### src/rtl/mac_pipe.sv
// rtl/mac_pipe.sv - pipelined multiply-accumulate with grouped results and valid/ready flow control
// Sample register, NUM_STAGES product registers, then the accumulator/result register.
module mac_pipe #(
  parameter int A_WIDTH    = 8,
  parameter int B_WIDTH    = 8,
  parameter int NUM_STAGES = 2,
  parameter int ACC_WIDTH  = 24,
  parameter int SATURATE   = 0
) (
  input  logic                 clk,
  input  logic                 rst,
  input  logic                 in_valid,
  output logic                 in_ready,
  input  logic                 tc,
  input  logic [A_WIDTH-1:0]   a,
  input  logic [B_WIDTH-1:0]   b,
  input  logic                 first,
  input  logic                 last,
  output logic                 out_valid,
  input  logic                 out_ready,
  output logic [ACC_WIDTH-1:0] acc_out,
  output logic                 ovf
);

  localparam int PW   = A_WIDTH + B_WIDTH;
  localparam int LAST = NUM_STAGES - 1;
  localparam int MSB  = ACC_WIDTH - 1;

  logic adv;
  assign adv      = !out_valid || out_ready;
  assign in_ready = adv;

  logic               s_v, s_tc, s_first, s_last;
  logic [A_WIDTH-1:0] a_q;
  logic [B_WIDTH-1:0] b_q;

  always_ff @(posedge clk or posedge rst) begin
    if (rst) begin
      s_v     <= 1'b0;
      s_tc    <= 1'b0;
      s_first <= 1'b0;
      s_last  <= 1'b0;
      a_q     <= '0;
      b_q     <= '0;
    end else if (adv) begin
      s_v     <= in_valid;
      s_tc    <= tc;
      s_first <= first;
      s_last  <= last;
      a_q     <= a;
      b_q     <= b;
    end
  end

  // Extending both operands to the full product width makes one multiplier exact for either signedness.
  logic signed [PW-1:0] a_ext, b_ext;
  logic        [PW-1:0] prod;

  always_comb begin
    if (s_tc) begin
      a_ext = PW'($signed(a_q));
      b_ext = PW'($signed(b_q));
    end else begin
      a_ext = PW'(a_q);
      b_ext = PW'(b_q);
    end
    prod = a_ext * b_ext;
  end

  logic [PW-1:0]         p_prod [NUM_STAGES];
  logic [NUM_STAGES-1:0] p_v, p_tc, p_first, p_last;

  always_ff @(posedge clk or posedge rst) begin
    if (rst) begin
      p_v     <= '0;
      p_tc    <= '0;
      p_first <= '0;
      p_last  <= '0;
      for (int i = 0; i < NUM_STAGES; i++) p_prod[i] <= '0;
    end else if (adv) begin
      p_v[0]     <= s_v;
      p_tc[0]    <= s_tc;
      p_first[0] <= s_first;
      p_last[0]  <= s_last;
      p_prod[0]  <= prod;
      for (int i = 1; i < NUM_STAGES; i++) begin
        p_v[i]     <= p_v[i-1];
        p_tc[i]    <= p_tc[i-1];
        p_first[i] <= p_first[i-1];
        p_last[i]  <= p_last[i-1];
        p_prod[i]  <= p_prod[i-1];
      end
    end
  end

  logic [ACC_WIDTH-1:0] acc, base, ext, sum, acc_next;
  logic                 flag, carry, ovf_now, flag_next;

  always_comb begin
    base = p_first[LAST] ? '0 : acc;
    if (p_tc[LAST]) ext = ACC_WIDTH'($signed(p_prod[LAST]));
    else            ext = ACC_WIDTH'(p_prod[LAST]);
    {carry, sum} = {1'b0, base} + {1'b0, ext};
    // Signed overflow: like-signed operands producing a result of the other sign.
    if (p_tc[LAST]) ovf_now = (base[MSB] == ext[MSB]) && (sum[MSB] != base[MSB]);
    else            ovf_now = carry;
    acc_next = sum;
    if ((SATURATE != 0) && ovf_now) begin
      if (p_tc[LAST]) acc_next = ext[MSB] ? {1'b1, {MSB{1'b0}}} : {1'b0, {MSB{1'b1}}};
      else            acc_next = '1;
    end
    flag_next = (p_first[LAST] ? 1'b0 : flag) | ovf_now;
  end

  always_ff @(posedge clk or posedge rst) begin
    if (rst) begin
      acc       <= '0;
      flag      <= 1'b0;
      acc_out   <= '0;
      ovf       <= 1'b0;
      out_valid <= 1'b0;
    end else if (adv) begin
      if (p_v[LAST]) begin
        acc  <= acc_next;
        flag <= flag_next;
      end
      out_valid <= p_v[LAST] && p_last[LAST];
      if (p_v[LAST] && p_last[LAST]) begin
        acc_out <= acc_next;
        ovf     <= flag_next;
      end
    end
  end

endmodule

### config.mk
export PLATFORM = sky130hd
export DESIGN_NAME = mac_pipe
export DESIGN_NICKNAME = d
export VERILOG_FILES = /design/src/rtl/mac_pipe.sv
export SDC_FILE = /design/constraint.sdc
export NUM_CORES = 1
export LEC_CHECK = 0
export ABC_AREA = 1
export BUFFER_PORTS_ARGS = -buffer_cell sky130_fd_sc_hd__buf_2
export CORE_UTILIZATION = 61
export DETAILED_ROUTE_END_ITERATION = 10
export PLACE_DENSITY = 0.79
export SLEW_MARGIN = 20
export SYNTH_ARGS = -nofsm -noshare
export SYNTH_HDL_FRONTEND = slang
export SYNTH_SLANG_ARGS = --single-unit
### constraint.sdc
create_clock -name clk -period 6.6 [get_ports clk]
set_input_delay 0.99 -clock clk [delete_from_list [all_inputs] [get_ports clk]]
set_output_delay 0.99 -clock clk [all_outputs]
set_load 0.1 [all_outputs]
# Yosys cells after proc, flatten, opt, wreduce, memory -nomap -nowiden
# Cells that the tools add are included.
word_totals:
  output_inout_bits: 27
  ff_bits: 111
  inputBits: 23
  word_cells: 34
  mem_bits_ro: 0
  ramBits: 0
  mem_count: 0
  latchBits: 0
op_classes:
  bitwise: 1
  n_addsub: 1
  n_reduce_logical: 6
  mux: 6
  eq_ne: 2
  shift: 0
  n_mul: 1
  div: 0
  n_lt_le_gt_ge: 0
ops:
  columns: ["op", "count"]
  rows:
  - ["$mux 24", 2]
  - ["$mux 16", 2]
  - ["$add 24x24->25", 1]
  - ["$mul 16x16->16", 1]
  - ["$reduce_and 2->1", 2]
  - ["$logic_and 1x1->1", 2]
  - ["$mux 1", 2]
  - ["$eq 1x1->1", 1]
  - ["$logic_not 1->1", 1]
  - ["$logic_or 1x1->1", 1]
  - ["$ne 1x1->1", 1]
  - ["$or 1x1->1", 1]

# Longest topological paths before layout
# Gate-level depths: netlist (run 1).
depth:
  ltp_word: 6
  depth_mapped: 30
  depth_no_buf: 28

# Least setup slack after synthesis (run 1)
# No wires, ideal clock.
synth_timing:
  path_type: "register to register"
  from: "reg a_q[7]"
  to: "reg p_prod[28] (netlist bit)"
  required_ns: 6.482
  period_less_slack_ns: 5.391
  setup_slack_ns: 1.209
  path_buffers: 1
  setup_ns: 0.118
  t_arrival_ns: 5.273
  path_stages_with_launch: 22
  path_cell_list: "dfrtp_1 > clkbuf_1 > nand2_1 > inv_1 > nand2_1 > fa_1 > fa_1 > inv_1 > fa_1 > inv_1 > fa_1 > inv_1 > fa_1 > inv_1 > fa_1 > inv_1 > ha_1 > a21oi_1 > nand2_1 > or2_2 > nand3_1 > nand2_1"
synth_via:
  elab_chain_len: 2
synth_rtl:
  columns: ["element", "line", "source"]
  rows:
  - ["start: declaration", "34", "logic [A_WIDTH-1:0] a_q;"]
  - ["start signal: assignment", "43", "a_q <= '0;"]
  - ["start signal: assignment", "50", "a_q <= a;"]
  - ["$mux 16", "60", "if (s_tc) begin"]
  - ["$mul 16x16->16", "67", "prod = a_ext * b_ext;"]
  - ["end signal: indexed assignment", "91", "p_prod[i] <= p_prod[i-1];"]
  - ["end: declaration", "70", "logic [PW-1:0] p_prod [NUM_STAGES];"]
# Every way passes these cells.
# A chain may end at the register's enable or synchronous reset.

# Worst setup path in the final report (run 1)
layout_timing:
  from: "reg b_q[7]"
  to: "reg p_prod[31] (netlist bit)"
layout_via:
  elab_chain_len: 2
layout_rtl:
  columns: ["element", "line", "source"]
  rows:
  - ["start: declaration", "35", "logic [B_WIDTH-1:0] b_q;"]
  - ["start signal: assignment", "44", "b_q <= '0;"]
  - ["start signal: assignment", "51", "b_q <= b;"]
  - ["$mux 16", "60", null]
  - ["$mul 16x16->16", "67", null]
# Every way passes these cells.

==> metrics, run 1 <==
clock skew 0.01380 ns; vias in the first global route 7,626; syn_area_per_cell 7.487 µm²; Vias/cell 5.167; Pre-antenna DRT Iters 5; clock sink count 111; worst hold path depth 2; Setup Fix Bufs, Post-CTS 0; Port-buffer cells 49; I/O Pins 50; register bit total from synthesis 111; period utilization 86.95%; Worst Hold Endpoint p_prod[13]; core box area 15,310 µm²; first-pass GRT wire length 36,460 µm; Final Wtd Congestion 0.9464; DIE WIDTH 127.6 µm; crit path capture type flip-flop; Synth cell types 36; Routed WL per cell 14.22 µm; Die H 127.6 µm; max-cap violations 0; Async SR Flop Fraction 100.0%; Worst EP arrival 5.98 ns; DRC Markers 0; Num CTS Buffers 9; ranking of synthesized cells by area dfrtp_1 29%, fa_1 15%, nand2_1 14%; 1st-iter DRT viols 395; post-route ant nets 0; largest area contributor in the netlist dfrtp_1; ANT cells 0; TNS Setup 0 ns; post-cts hold buffer count 0; Required @ worst endpoint 6.84 ns; Synth Warn # 0; Worst slew margin 27.98%; Hold Crit Class reg2reg; RSZ-0062 raised after global routing false; placed cells 1,508; final hold violations 0; Synth top area share 28.85%; R2R Path Start b_q[7]; post_cts resized 0; outcome complete, no violations; Final nets 1,487; post-place instance area 10,000 µm²; Synth Net Count 1,465; H-tree depth 3; Fmax 174.3 MHz; CTS Buffer Depth 2; initial antenna violation count 0; final instance area 10,320 µm²; Post-synth EDFFs 0; global route overflow 0; largest net degree at the start of global routing 79; Non-Filler Instances 1,524; GRT Util Overall 28.59%; final wirelength 21,670 µm; HPWL Detailed 16,820 µm; FP Rows 45; share of layout cells above drive strength 1 6.474%; reg2reg setup slack 0.86 ns; critical path startpoint category flip-flop; DIE AREA 16,290 µm²; vias post-DR 7,875; Top FF cell, synth dfrtp_1; Area growth syn-to-layout 7.147%; CP max FO 14; TritonCTS clock tree done; Root Driver clkbuf_16; # setup viols final 0; synthesized area 9628 µm²; critical path class reg2reg; sequential area share after synthesis 28.85%; Worst-Skew Late Latency 0.37 ns; HP Start p_prod[29]; Reg-to-Reg End p_prod[31]; Synth Instances 1,286; clk slew on worst S/H paths 0.08 ns; measured slew at the worst slew-check pin 1.079 ns; Worst R2R Path Depth 24; fin crit period 5.738 ns; initial cell density of the core 62.87%; Slew Viols, Final 0
==> layer usage <==
layer | vias to the layer above | wire length, µm | track usage, %
li1 | 3969 | - | -
met1 | 3679 | 9510 | 35.90
met2 | 190 | 10780 | 50.82
met3 | 37 | 863 | 4.313
met4 | 0 | 518 | 8.927
met5 | - | 0 | 0
==> through the flow <==
step	hold slack [ns]	setup WS [ns]	utilization, %
4_1_cts	0.4650	0.8674	67.36
6_report	0.4626	0.8615	67.36
2_1_floorplan	0.4422	1.209	-
3_3_place_gp	0.4492	1.061	65.30
3_5_place_dp	0.4520	0.9070	65.30
5_1_grt	0.4886	0.4472	67.36
==> registers in the layout, summed over array words and instances, names as in the netlist <==
signal     cells
a_q            8
acc           24
acc_out       24
b_q            8
flag           1
out_valid      1
ovf            1
p_first        2
p_last         2
p_prod        32
p_tc           2
p_v            2
s_first        1
s_last         1
s_tc           1
s_v            1
==> worst max-delay path by stage <==
| stage | startpoint | end | slack (ns) |
|---|---|---|---|
| after global placement | b_q[7] | p_prod[31] | 1.06 |
| after detailed placement | b_q[7] | p_prod[31] | 0.91 |
| final | b_q[7] | p_prod[31] | 0.86 |
| after global routing | b_q[7] | p_prod[30] | 0.45 |
| after floorplan | a_q[7] | p_prod[28] | 1.21 |
| after CTS | a_q[7] | p_prod[31] | 0.87 |
==> cell type report <==
class	instances	area, µm²
multi-input combinational	856	5638
sequential	111	2778
inverter	276	1039
tap	211	264.0
timing repair buffer	54	282.8
fill	1359	4999
clock inverter	7	90.09
clock buffer	9	225.2
==> cells in the final DEF, fill, tap and decap left out, types with 2 or more instances in the layout <==
cell	count
ha_1	86
a31oi_1	3
clkbuf_16	9
o22ai_1	3
or2_2	6
inv_1	274
xnor2_1	11
o31ai_1	2
buf_4	5
o21a_1	3
nand2_1	366
o211ai_1	3
nor2_2	3
xor2_1	11
buf_2	49
dfrtp_1	111
fa_1	70
nand3b_1	7
clkinv_8	4
nor2_1	64
nor3_1	7
o21bai_1	5
clkinv_4	2
o21ai_0	89
a211oi_1	2
nand3_1	56
nand4_1	10
a21oi_1	40
==> synth_stat cells, types with 3 or more instances <==
master and instances:
dfrtp_1 111, nand3_1 56, a21oi_1 40, inv_1 275, xnor2_1 11, o21a_1 3
nand3b_1 7, clkbuf_1 32, nor3_1 7, fa_1 70, nand2_1 366, xor2_1 11
nand4_1 10, ha_1 86, buf_2 9, o211ai_1 3, o22ai_1 3, a31oi_1 3
nor2_1 65, nor2_2 3, or2_2 6, o21bai_1 5, o21ai_0 89
==> critical path, stage by stage, from the launching register on <==
cell and delay [ns]:
dfrtp_1 0.63, nand2_2 0.28, nor2_1 0.30, nand2_1 0.09, inv_1 0.13, nor3_1 0.11, ha_1 0.21, or2_2 0.29
ha_1 0.23, fa_1 0.55, inv_1 0.06, fa_1 0.49, inv_1 0.07, fa_1 0.53, inv_1 0.05, fa_1 0.53
inv_1 0.05, ha_1 0.34, nand2_1 0.07, inv_1 0.05, nand2_1 0.06, o21ai_0 0.25, nand3_1 0.11, nand3_1 0.09
nand2_1 0.07
==> cell families after synthesis <==
family | after synthesis | synth area share, %
fa+ha+maj | 156 | 25.73
flops | 111 | 28.85
compound gates | 155 | 8.668
simple gates | 523 | 22.08
xor+xnor | 22 | 2.001
buf+inv | 319 | 12.67
Power of run 1 is not shown: default switching activity piles up to over one toggle a cycle in this logic, so the estimate is an artifact.
==> inputs of run 2 (changes only) <==
CTS_CLUSTER_DIAMETER = 200   (was not set)
PLACE_DENSITY = not set   (was 0.79)
PLACE_DENSITY_LB_ADDON = 0.25   (was not set)
SLEW_MARGIN = not set   (was 20)
==> metrics, run 2 (same netlist as run 1, synthesis figures left out) <==
max-cap violations 0 (unchanged); commonest non-fill, non-tap cells in the layout 366 x nand2_1, 274 x inv_1, 111 x dfrtp_1 (unchanged); vias post-DR 7,877 (was 7,875); outcome complete, no violations (unchanged); Area growth syn-to-layout 7.316% (was 7.147%); share of layout cells above drive strength 1 6.545% (was 6.474%); TritonCTS clock tree done (unchanged); CTS Buffer Depth 2 (unchanged); initial antenna violation count 0 (unchanged); Final Wtd Congestion 0.9615 (was 0.9464); vias in the first global route 7,723 (was 7,626); DIE AREA 16,290 µm² (unchanged); Setup Fix Bufs, Post-CTS 0 (unchanged); ANT cells 0 (unchanged); DIE WIDTH 127.6 µm (unchanged); Final nets 1,488 (was 1,487); FF+latch area 2778 µm² (unchanged); Hold Crit Class reg2reg (unchanged); post-cts hold buffer count 0 (unchanged); clock skew 0.01455 ns (was 0.01380 ns); Required @ worst endpoint 6.85 ns (was 6.84 ns); RSZ-0062 raised after global routing false (unchanged); hold_ws 0.4757 ns (was 0.4626 ns); most common cell after layout, fill and taps aside nand2_1 (unchanged); HP Start p_prod[27] (was p_prod[29]); Port-buffer cells 49 (unchanged); period utilization 87.48% (was 86.95%); area taken by multi-input logic gates 5638 µm² (unchanged); Die H 127.6 µm (unchanged); Worst-Skew Late Latency 0.36 ns (was 0.37 ns); Worst slew margin 30.16% (was 27.98%); Worst EP arrival 6.02 ns (was 5.98 ns); Root Driver clkbuf_16 (unchanged); Vias/cell 5.165 (was 5.167); H-tree depth 3 (unchanged); Largest register FFs 32 (unchanged); final hold violations 0 (unchanged); fin crit period 5.774 ns (was 5.738 ns); GRT Util Overall 28.38% (was 28.59%); fillcell total 1,375 (was 1,359); crit path capture type flip-flop (unchanged); Num CTS Buffers 9 (unchanged); R2R Path Start s_tc (was b_q[7]); clk slew on worst S/H paths 0.08 ns (about the same); FP Rows 45 (unchanged); first-pass GRT wire length 36,070 µm (was 36,460 µm); Slew Viols, Final 0 (unchanged); Routed WL per cell 13.99 µm (was 14.22 µm); reg2reg setup slack 0.83 ns (was 0.86 ns); clock sink count 111 (unchanged); crit path launch s_tc (was b_q[7]); post_cts resized 0 (unchanged); largest net degree at the start of global routing 74 (was 79); Pre-antenna DRT Iters 5 (unchanged); 1st-iter DRT viols 384 (was 395); DRC Markers 0 (unchanged); initial cell density of the core 62.87% (unchanged); Fmax 173.2 MHz (was 174.3 MHz); Biggest register p_prod (unchanged); HPWL Detailed 16,540 µm (was 16,820 µm); I/O Pins 50 (unchanged); # setup viols final 0 (unchanged); Top Registers p_prod: 32 flops, acc: 24 flops, acc_out: 24 flops (unchanged); final wirelength 21,340 µm (was 21,670 µm); TNS Setup 0 ns (unchanged); measured slew at the worst slew-check pin 1.046 ns (was 1.079 ns); CP max FO 8 (was 14); core box area 15,310 µm² (unchanged); global route overflow 0 (unchanged); critical path class reg2reg (unchanged); post-route ant nets 0 (unchanged); critical path startpoint category flip-flop (unchanged)
run 2: cell count changes in the layout (fill, tap and decap cells not counted), sizes merged:
| cell | change |
|---|---|
| buf | +1 |
| bufinv | +1 |
| inv | +3 |
| clkinv | -4 |
run 2: cell type report:
cell class,instances,area share [%]
inverter,276,10.05
sequential,111,26.88
clock inverter,7,0.9566
tap,211,2.555
multi-input combinational,856,54.57
timing repair buffer,55,2.809
clock buffer,9,2.180
run 2: path summary, 6_finish.rpt:
kind	to	cells past startpoint
min in group asynchronous	acc_out[8]	2
worst min-delay path	p_prod[11]	2
worst max-delay path	p_prod[31]	23
max in group asynchronous	b_q[1]	3
worst max register to register	p_prod[31]	23
worst min register to register	p_prod[11]	2
run 2: through the flow:
stage	instances	utilization (%)	area [µm²]	setup WS [ns]
finish	1525	67.47	10330	0.8264
CTS	1525	67.47	10330	0.8555
global placement	1509	65.35	10010	1.086
global route	1525	67.47	10330	0.5030
floorplan	1286	-	9628	1.209
detailed placement	1509	65.35	10010	0.9322
run 2: layer usage:
| metal | vias to the layer above | part of all wire, % | GRT usage [%] |
|---|---|---|---|
| met5 | - | 0 | 0 |
| met4 | 0 | 3.3 | 9.896 |
| met3 | 55 | 3.2 | 4.271 |
| met2 | 163 | 49 | 50.21 |
| met1 | 3689 | 44 | 35.43 |
| li1 | 3970 | - | - |
run 2: critical path, cell delays in order, from the launching register on:
cell      delay (ns)
dfrtp_1         0.53
nand2_1         0.14
inv_1           0.16
nand2_1         0.17
fa_1            0.67
fa_1            0.59
inv_1           0.05
fa_1            0.53
fa_1            0.46
fa_1            0.54
inv_1           0.05
fa_1            0.53
inv_1           0.05
ha_1            0.35
nand2_1         0.11
nand2_1         0.06
inv_1           0.07
nor2_1          0.05
a211oi_1        0.16
o21ai_0         0.16
inv_1           0.08
nand2_1         0.05
nand3_1         0.06
nand2_1         0.06
Power of run 2 is left out for the same reason.
